File: config.mk
export PLATFORM = sky130hd
export DESIGN_NAME = freq_sweep_flat
export DESIGN_NICKNAME = d
export VERILOG_FILES = /design/src/rtl/freq_sweep_pkg.sv /design/src/rtl/freq_sweep_if.sv /design/src/rtl/freq_sweep_timer.sv /design/src/rtl/freq_sweep.sv /design/src/flat_wrapper.sv
export SDC_FILE = /design/constraint.sdc
export NUM_CORES = 1
export LEC_CHECK = 0
export CORE_MARGIN = 2
export CORE_UTILIZATION = 37
export DETAILED_ROUTE_END_ITERATION = 6
export SLEW_MARGIN = 20
export SYNTH_ARGS = -nofsm -noshare
export SYNTH_HDL_FRONTEND = slang
export SYNTH_SLANG_ARGS = --single-unit
File: constraint.sdc
create_clock -name clk60 -period 7.1 [get_ports clk60]
set_input_delay 1.065 -clock clk60 [delete_from_list [all_inputs] [get_ports clk60]]
set_output_delay 1.065 -clock clk60 [all_outputs]
set_load 0.005 [all_outputs]
File: src/rtl/freq_sweep_pkg.sv
// Shared types and constants for the frequency sweep block.
// Holds the FSM encoding, widths and parameter sanitising helpers.
package freq_sweep_pkg;

  localparam int PHASE_W = 32;
  localparam int DWELL_W = 24;

  localparam logic [PHASE_W-1:0] RST_PHASE_INC = 32'd100000;

  typedef enum logic [1:0] {
    IDLE  = 2'd0,
    SWEEP = 2'd1,
    FINAL = 2'd2
  } state_e;

  // Dwell of 0 behaves like 1, so both reload the counter with 0.
  function automatic logic [DWELL_W-1:0] dwell_m1(
    input logic [DWELL_W-1:0] d
  );
    return (d == '0) ? '0 : d - DWELL_W'(1);
  endfunction

  function automatic logic [PHASE_W-1:0] step_eff(
    input logic [PHASE_W-1:0] s
  );
    return (s == '0) ? PHASE_W'(1) : s;
  endfunction

endpackage

File: src/rtl/freq_sweep_if.sv
// Control and status bundle between a sweep controller and freq_sweep.
// The master drives sweep parameters; the slave returns phase and status.
interface freq_sweep_if;
  import freq_sweep_pkg::*;

  logic               start;
  logic               abort;
  logic               mode;
  logic [PHASE_W-1:0] f_start;
  logic [PHASE_W-1:0] f_stop;
  logic [PHASE_W-1:0] f_step;
  logic [DWELL_W-1:0] dwell;
  logic [PHASE_W-1:0] f_idle;
  logic [PHASE_W-1:0] phase_inc;
  logic               busy;
  logic               done;

  modport master (
    output start, abort, mode,
    output f_start, f_stop, f_step,
    output dwell, f_idle,
    input  phase_inc, busy, done
  );

  modport slave (
    input  start, abort, mode,
    input  f_start, f_stop, f_step,
    input  dwell, f_idle,
    output phase_inc, busy, done
  );

endinterface

File: src/rtl/freq_sweep_timer.sv
// Dwell down-counter: loads on request, otherwise counts to zero and holds.
// zero is high whenever the current step's dwell has run out.
module sweep_timer
  import freq_sweep_pkg::*;
(
  input  logic               clk60,
  input  logic               rst,
  input  logic               load,
  input  logic [DWELL_W-1:0] load_val,
  output logic               zero
);

  logic [DWELL_W-1:0] cnt_q;
  logic [DWELL_W-1:0] cnt_d;

  always_comb begin
    cnt_d = cnt_q;
    if (load) begin
      cnt_d = load_val;
    end else if (cnt_q != '0) begin
      cnt_d = cnt_q - DWELL_W'(1);
    end
  end

  always_ff @(posedge clk60) begin
    if (rst) begin
      cnt_q <= '0;
    end else begin
      cnt_q <= cnt_d;
    end
  end

  assign zero = (cnt_q == '0);

endmodule

File: src/rtl/freq_sweep.sv
// Phase-increment sweep generator feeding a DDS phaseInc port.
// Steps from f_start to f_stop, clamping at f_stop, single or continuous.
module freq_sweep
  import freq_sweep_pkg::*;
(
  input  logic        clk60,
  input  logic        rst,
  freq_sweep_if.slave bus
);

  state_e             state_q;
  logic [PHASE_W-1:0] phase_q;
  logic [PHASE_W-1:0] start_q;
  logic [PHASE_W-1:0] stop_q;
  logic [PHASE_W-1:0] step_q;
  logic [DWELL_W-1:0] dm1_q;
  logic               mode_q;
  logic               busy_q;
  logic               done_q;

  logic               go;
  logic               tmr_load;
  logic [DWELL_W-1:0] tmr_val;
  logic               tmr_zero;
  logic [PHASE_W:0]   next;

  assign go   = bus.start & ~bus.abort;
  // Extra bit keeps carry-out so the clamp catches overflow.
  assign next = {1'b0, phase_q} + {1'b0, step_eff(step_q)};

  always_comb begin
    tmr_load = 1'b0;
    tmr_val  = '0;
    unique case (state_q)
      IDLE: begin
        if (go) begin
          tmr_load = 1'b1;
          tmr_val  = dwell_m1(bus.dwell);
        end
      end
      SWEEP, FINAL: begin
        if (bus.abort) begin
          tmr_load = 1'b1;
        end else if (tmr_zero) begin
          tmr_load = 1'b1;
          if (state_q == SWEEP || mode_q) begin
            tmr_val = dm1_q;
          end
        end
      end
      default: begin
        tmr_load = 1'b1;
      end
    endcase
  end

  sweep_timer u_timer (
    .clk60    (clk60),
    .rst      (rst),
    .load     (tmr_load),
    .load_val (tmr_val),
    .zero     (tmr_zero)
  );

  always_ff @(posedge clk60) begin
    if (rst) begin
      state_q <= IDLE;
      phase_q <= RST_PHASE_INC;
      start_q <= '0;
      stop_q  <= '0;
      step_q  <= '0;
      dm1_q   <= '0;
      mode_q  <= 1'b0;
      busy_q  <= 1'b0;
      done_q  <= 1'b0;
    end else begin
      done_q <= 1'b0;
      unique case (state_q)
        IDLE: begin
          phase_q <= bus.f_idle;
          if (go) begin
            start_q <= bus.f_start;
            stop_q  <= bus.f_stop;
            step_q  <= bus.f_step;
            dm1_q   <= dwell_m1(bus.dwell);
            mode_q  <= bus.mode;
            phase_q <= bus.f_start;
            busy_q  <= 1'b1;
            state_q <= (bus.f_start < bus.f_stop) ? SWEEP : FINAL;
          end
        end
        SWEEP: begin
          if (bus.abort) begin
            state_q <= IDLE;
            phase_q <= bus.f_idle;
            busy_q  <= 1'b0;
          end else if (tmr_zero) begin
            if (next >= {1'b0, stop_q}) begin
              phase_q <= stop_q;
              state_q <= FINAL;
            end else begin
              phase_q <= next[PHASE_W-1:0];
            end
          end
        end
        FINAL: begin
          if (bus.abort) begin
            state_q <= IDLE;
            phase_q <= bus.f_idle;
            busy_q  <= 1'b0;
          end else if (tmr_zero) begin
            if (mode_q) begin
              phase_q <= start_q;
              state_q <= (start_q < stop_q) ? SWEEP : FINAL;
            end else begin
              state_q <= IDLE;
              phase_q <= bus.f_idle;
              busy_q  <= 1'b0;
              done_q  <= 1'b1;
            end
          end
        end
        default: begin
          state_q <= IDLE;
          phase_q <= bus.f_idle;
          busy_q  <= 1'b0;
        end
      endcase
    end
  end

  assign bus.phase_inc = phase_q;
  assign bus.busy      = busy_q;
  assign bus.done      = done_q;

endmodule

File: src/flat_wrapper.sv
// flat-port wrapper written by rule: the top's interface ports become plain ports
module freq_sweep_flat import freq_sweep_pkg::*;
  (clk60, rst, bus_start, bus_abort, bus_mode, bus_f_start, bus_f_stop, bus_f_step, bus_dwell, bus_f_idle, bus_phase_inc, bus_busy, bus_done);
  freq_sweep_if bus_i ();
  input  logic clk60;
  input  logic rst;
  input wire logic [$bits(bus_i.start)-1:0] bus_start;
  input wire logic [$bits(bus_i.abort)-1:0] bus_abort;
  input wire logic [$bits(bus_i.mode)-1:0] bus_mode;
  input wire logic [$bits(bus_i.f_start)-1:0] bus_f_start;
  input wire logic [$bits(bus_i.f_stop)-1:0] bus_f_stop;
  input wire logic [$bits(bus_i.f_step)-1:0] bus_f_step;
  input wire logic [$bits(bus_i.dwell)-1:0] bus_dwell;
  input wire logic [$bits(bus_i.f_idle)-1:0] bus_f_idle;
  output wire logic [$bits(bus_i.phase_inc)-1:0] bus_phase_inc;
  output wire logic [$bits(bus_i.busy)-1:0] bus_busy;
  output wire logic [$bits(bus_i.done)-1:0] bus_done;
  assign bus_i.start = bus_start;
  assign bus_i.abort = bus_abort;
  assign bus_i.mode = bus_mode;
  assign bus_i.f_start = bus_f_start;
  assign bus_i.f_stop = bus_f_stop;
  assign bus_i.f_step = bus_f_step;
  assign bus_i.dwell = bus_dwell;
  assign bus_i.f_idle = bus_f_idle;
  assign bus_phase_inc = bus_i.phase_inc;
  assign bus_busy = bus_i.busy;
  assign bus_done = bus_i.done;
  freq_sweep u_core (.clk60(clk60), .rst(rst), .bus(bus_i));
endmodule
==> metrics.txt, run 1 <==
Worst path slowest cell=nor4_1; total number of vias=12955; GRT overflow=0; count of final setup violators=0; Post-Synth XOR/XNOR Area=4.53%; final WL=43100 um; Clock power frac=18.1%; unrepaired setup endpoints after global routing=false; max-cap violations=0; Post-synth EDFFs=0; Clock Tree Buf Depth=2; global-route wire length before repair=67300 um; FF-to-FF Start=u_core.step_q[30]; die area=36000 um^2; core area=33700 um^2; largest family of logic cells by synthesized area=compound AO/OA/AOI/OAI gates; setup bufs post-CTS=0; Antenna Diode Count=0; most frequent CP cell=a21oi_1; Die Height=190 um; Clock Skew=13.6 ps; nets@finish=2181; routed length per instance=18.4 um; initial core utilization=37.8%; GRT Util Overall=23.9%; remaining antenna violation count=0; hold buffer count at CTS=0; Fin Setup TNS=0 ps; syn nets=2076; post-synth cell types=75; Peak VDD IR=223 uV; vias in the first global route=12417; GP Congestion=0.904; Logic pwr share=54.9%; Worst setup EP type=flip-flop; FMAX=155 MHz; R2R cell count=28; Synth Area in Adders=13.3%; CP Data Required Time=7450 ps; Compound-Gate Fraction of Synth Area=24.1%; register bit total from synthesis=181; delay-heaviest family, CP=compound AO/OA/AOI/OAI gates; CTS Root Cell=clkbuf_16; minimum clock period after layout=6470 ps; drt initial violations=878; HPWL after DPL=33300 um; clk sink count=181; Post-route DRC=0; CP Launch Type=flip-flop; post-DR vias/cell=5.51; final slew viol count=0; Syn Inst Count=1784; CTS tree=done; CP Data Arrival Time=6820 ps; syn avg cell area=7.15 um^2; Boundary Pins=191; area delta synth->final=21.1%; Crit Path Category=reg -> reg; Worst Hold Slack=456 ps; pwr dens=353 nW/um^2; status=finished, final reports clean; Hold WC Path Type=reg -> reg; NetSw=2.52 mW; IO buf count=190; LEAKAGE=6.14 nW; top_reg_cell synth=dfxtp_1; Tcrit/Tclk final=91.1%; Slew headroom=32.2%; hold_sp=u_core.stop_q[22]; CP max stage delay=490 ps; share of cells above drive strength 1=3.68%; measured slew at the worst slew-check pin=1010 ps; largest net degree at the start of global routing=89; Row Count=67; initial antenna violation count=0; CTS buffer count=17; asr flop ratio synth=0%; Post-Synth Simple-Gate Area=22.9%; Hold Path End=u_core.stop_q[22]; warnings from Yosys=0; switching portion of total power=46.2%; Reg power frac=26.9%; internal power=2.94 mW; Final Hold Vio Count=0; top fanout value on the critical path=11; H-Tree Depth=4; CTS clk-pin slew, worst paths=80 ps; Synth Cell Area=12700 um^2; Reg2Reg Setup Slack=630 ps; Hold Crit Depth=2; mux share of post-synthesis cell area=0.481%; DIE WIDTH=190 um; Buf/Inv on CP=3; Seq/Total Area, Yosys=28.4%; worst skew pair latency=460 ps; CTS resizes=0; FF-to-FF End=u_core.bus.phase_inc[31]; first-pass iteration count of the detailed router=5
how the worst max path moves through the flow:
stage                 startpoint                  endpoint  cells past startpoint
2_1_floorplan   u_core.step_q[6]   u_core.bus.phase_inc[0]                     26
3_3_place_gp   u_core.step_q[30]  u_core.bus.phase_inc[31]                     28
3_5_place_dp   u_core.step_q[30]  u_core.bus.phase_inc[31]                     28
4_1_cts        u_core.step_q[30]  u_core.bus.phase_inc[31]                     28
5_1_grt        u_core.step_q[30]  u_core.bus.phase_inc[31]                     28
6_report       u_core.step_q[30]  u_core.bus.phase_inc[31]                     28
metal layers:
layer,GRT usage [%],up-vias,wire [um]
li1,-,6423,-
met1,31.6,6071,19900
met2,40.0,407,20000
met3,3.60,54,2170
met4,7.42,0,1020
met5,0,-,0
per-stage QoR:
stage                     utilization [%]  power (mW)  setup slack, ps  cells  instance area, um^2
final                                45.8        5.46              628   2350                15400
after global routing                 45.8        5.87             80.9   2350                15400
after CTS                            45.8        5.45              715   2350                15400
after detailed placement             44.1        4.45              797   2318                14900
after global placement               44.0        4.40              825   2317                14800
after floorplan                         -        3.53             1900   1784                12700
synth_stat cells (all sizes together) (24+ instances only):
library cell	count	area, um^2
dfxtp	181	3620
nand3	29	145
nand2	328	1230
nor3	31	160
ha	134	1680
xor2	27	236
nor2	173	659
xnor2	39	342
inv	83	312
a21o	38	285
a21oi	334	1670
o21ai	56	284
clkbuf	97	364
nand4	24	150
worst min-delay path: cells and delay by family, from the launching register on:
family | cells | cell delay [ps]
flip-flops | 1 | 310
AND/OR/NAND/NOR | 1 | 50
AO/OA/AOI/OAI | 1 | 50
kinds of logic (layout without fill, tap and decap cells):
kind of cell / count (synthesis) / count (layout)
xor gates and xnor gates: 66 / 66
muxes: 6 / 6
and+or+nand+nor: 667 / 667
adders and majority gates: 135 / 135
AOI/OAI and AO/OA: 527 / 527
buffers and inverters: 202 / 320
DFF: 181 / 181
sequential cells by signal (all words and copies together) (netlist names):
register,flops
u_core.bus.done,1
u_core.bus.busy,1
u_core.dm1_q,24
u_core.mode_q,1
u_core.bus.phase_inc,32
u_core.u_timer.cnt_q,24
u_core.start_q,32
u_core.step_q,32
u_core.stop_q,32
u_core.state_q,2
layout by cell type, fill, tap and decap left out, types with 38 or more instances in the layout:
master	instances
a21o_1	38
a21oi_1	334
nor2_1	167
nand2_1	328
ha_1	134
dfxtp_1	181
o21ai_0	54
xnor2_1	39
clkdlybuf4s50_1	189
inv_1	82
power groups by stage:
| stage | clock (mW) | sequential, mW | combinational [mW] |
|---|---|---|---|
| 6_report | 0.990 | 1.47 | 3.00 |
| 5_1_grt | 1.04 | 1.49 | 3.33 |
| 4_1_cts | 1.00 | 1.47 | 2.98 |
| 3_5_place_dp | 0 | 1.49 | 2.96 |
| 3_3_place_gp | 0 | 1.49 | 2.91 |
| 2_1_floorplan | 0 | 1.38 | 2.15 |
layout make-up:
| cell class | instances | area (um^2) |
|---|---|---|
| fill | 3452 | 18300 |
| clock inverter | 15 | 161 |
| multi-input combinational | 1401 | 8350 |
| clock buffer | 17 | 425 |
| sequential | 181 | 3620 |
| timing repair buffer | 204 | 2010 |
| inverter | 84 | 315 |
| tap | 448 | 561 |
Note: power is estimated with default switching activity, not from simulation.
==> run 2: changes to the inputs <==
--- a/config.mk
+++ b/config.mk
@@ -8,6 +8,7 @@
 export CORE_MARGIN = 2
 export CORE_UTILIZATION = 37
 export DETAILED_ROUTE_END_ITERATION = 6
+export GPL_TIMING_DRIVEN = 0
 export SLEW_MARGIN = 20
 export SYNTH_ARGS = -nofsm -noshare
 export SYNTH_HDL_FRONTEND = slang
==> run 2 against run 1 <==
Against the previous run: core utilization up 1.0 points; power up 3.6%; clock power down 4.5%; global-route usage up 2.7 points; first-iteration DRC count up 42%; cell area up 2.2%; critical endpoint is now u_core.bus.phase_inc[28]; final cell count up 4.4%; routed wire length up 11%; worst hold slack about the same.
==> metrics.txt, run 2 (synthesis gave the netlist of run 1 again) <==
die area=36000 um^2; FF-to-FF Start=u_core.step_q[1]; CP max stage delay=460 ps; Hold WC Path Type=reg -> reg; pwr dens=358 nW/um^2; Slew headroom=24.0%; final worst-path setup slack=453 ps; hold_sp=u_core.dm1_q[19]; Tot Pwr=5.65 mW; status=finished, final reports clean; Setup WS pre-CTS=-248 ps; GRT overflow=0; commonest non-fill, non-tap cell in the layout=a21oi_1; LEAKAGE=6.24 nW; Final Hold Vio Count=0; total number of vias=13463; GP Congestion=0.958; CP Data Arrival Time=7030 ps; R2R cell count=28; Post-route DRC=0; core area=33700 um^2; CTS buffer count=17; H-Tree Depth=4; post-DR vias/cell=5.49; worst skew pair latency=460 ps; drt initial violations=1246; CTS clk-pin slew, worst paths=70 ps; fin area=15800 um^2; final slew viol count=0; final WL=47900 um; vias in the first global route=12657; minimum clock period after layout=6650 ps; IO buf count=189; Worst path slowest cell=dfxtp_1; initial core utilization=37.8%; CP Data Required Time=7480 ps; Clock Skew=17.8 ps; largest net degree at the start of global routing=19; CP Launch Type=flip-flop; area delta synth->final=23.8%; clk sink count=181; nets@finish=2284; Worst setup EP type=flip-flop; setup bufs post-CTS=0; DIE WIDTH=190 um; initial antenna violation count=1; Reg2Reg Setup Slack=450 ps; routed length per instance=19.5 um; max-cap violations=0; Boundary Pins=191; Antenna Diode Count=0; CTS Root Cell=clkbuf_16; Die Height=190 um; HPWL after DPL=39100 um; Hold Crit Depth=2; DP Area=15200 um^2; GRT Util Overall=26.5%; measured slew at the worst slew-check pin=1130 ps; count of final setup violators=0; placed cell count=2421; top fanout value on the critical path=10; FF-to-FF End=u_core.bus.phase_inc[28]; global-route wire length before repair=72700 um; Tcrit/Tclk final=93.6%; share of cells above drive strength 1=3.29%; unrepaired setup endpoints after global routing=false; most frequent CP cell=a21oi_1; CTS tree=done; Clock Tree Buf Depth=2; Row Count=67; Crit Path Category=reg -> reg; FMAX=150 MHz; Hold Path End=u_core.dm1_q[19]; first-pass iteration count of the detailed router=5; remaining antenna violation count=0; Peak VDD IR=295 uV; commonest non-fill, non-tap cells in the layout=a21oi_1 (334), nand2_1 (328), clkdlybuf4s50_1 (189); hold buffer count at CTS=0; final cell count without fillers=2453
run 2: changes by cell type in the layout (fill, tap and decap cells not counted), moves of 2 or more:
cell / change
buf_2: +9
nor2_1: +2
clkbuf_1: +97
buf_6: +2
buf_4: -13
buf_1: +8
run 2: how the worst max path moves through the flow:
stage,start,to,slack (ps)
floorplan,u_core.step_q[6],u_core.bus.phase_inc[0],1900
global placement,u_core.step_q[1],u_core.bus.phase_inc[28],-320
detailed placement,u_core.step_q[1],u_core.bus.phase_inc[15],-250
CTS,u_core.step_q[1],u_core.bus.phase_inc[28],20
global route,u_core.step_q[1],u_core.bus.phase_inc[28],130
finish,u_core.step_q[1],u_core.bus.phase_inc[28],450
run 2: layer usage:
metal	wire length (um)	vias to the layer above	GRT usage, %
li1	-	6619	-
met1	22700	6281	37.4
met2	20600	502	41.5
met3	3480	61	4.61
met4	1160	0	7.45
met5	0	-	0
run 2: power by group:
group          internal (mW)  switching [mW]
combinational           1.27            1.98
sequential              1.22           0.234
clock                  0.464           0.481
total                   2.96            2.69
run 2: through the flow:
stage	hold slack, ps	utilization [%]	setup TNS (ps)
after floorplan	436	-	0
after global placement	442	45.1	-6320
after detailed placement	447	45.1	-5400
after CTS	457	46.8	0
after global routing	480	46.8	0
final	456	46.8	0
run 2: critical path, delay by kind of cell, from the launching register on:
kind	cells	cell delay, ps
and+or+nand+nor	9	1780
adders and majority gates	3	940
xor gates and xnor gates	1	250
buffers and inverters	3	490
DFF	1	460
AOI/OAI and AO/OA	12	2630
run 2: final cells by class:
type,instances,area [um^2]
timing repair buffer,189,1890
clock inverter,15,141
buffer,118,480
clock buffer,17,425
sequential,181,3620
inverter,84,315
multi-input combinational,1401,8350
fill,3523,17900
tap,448,561
run 2: timing repair:
action                     4_1_cts  5_1_grt
resized for setup                1        3
pin swaps                        0        0
setup endpoints to repair       34       34
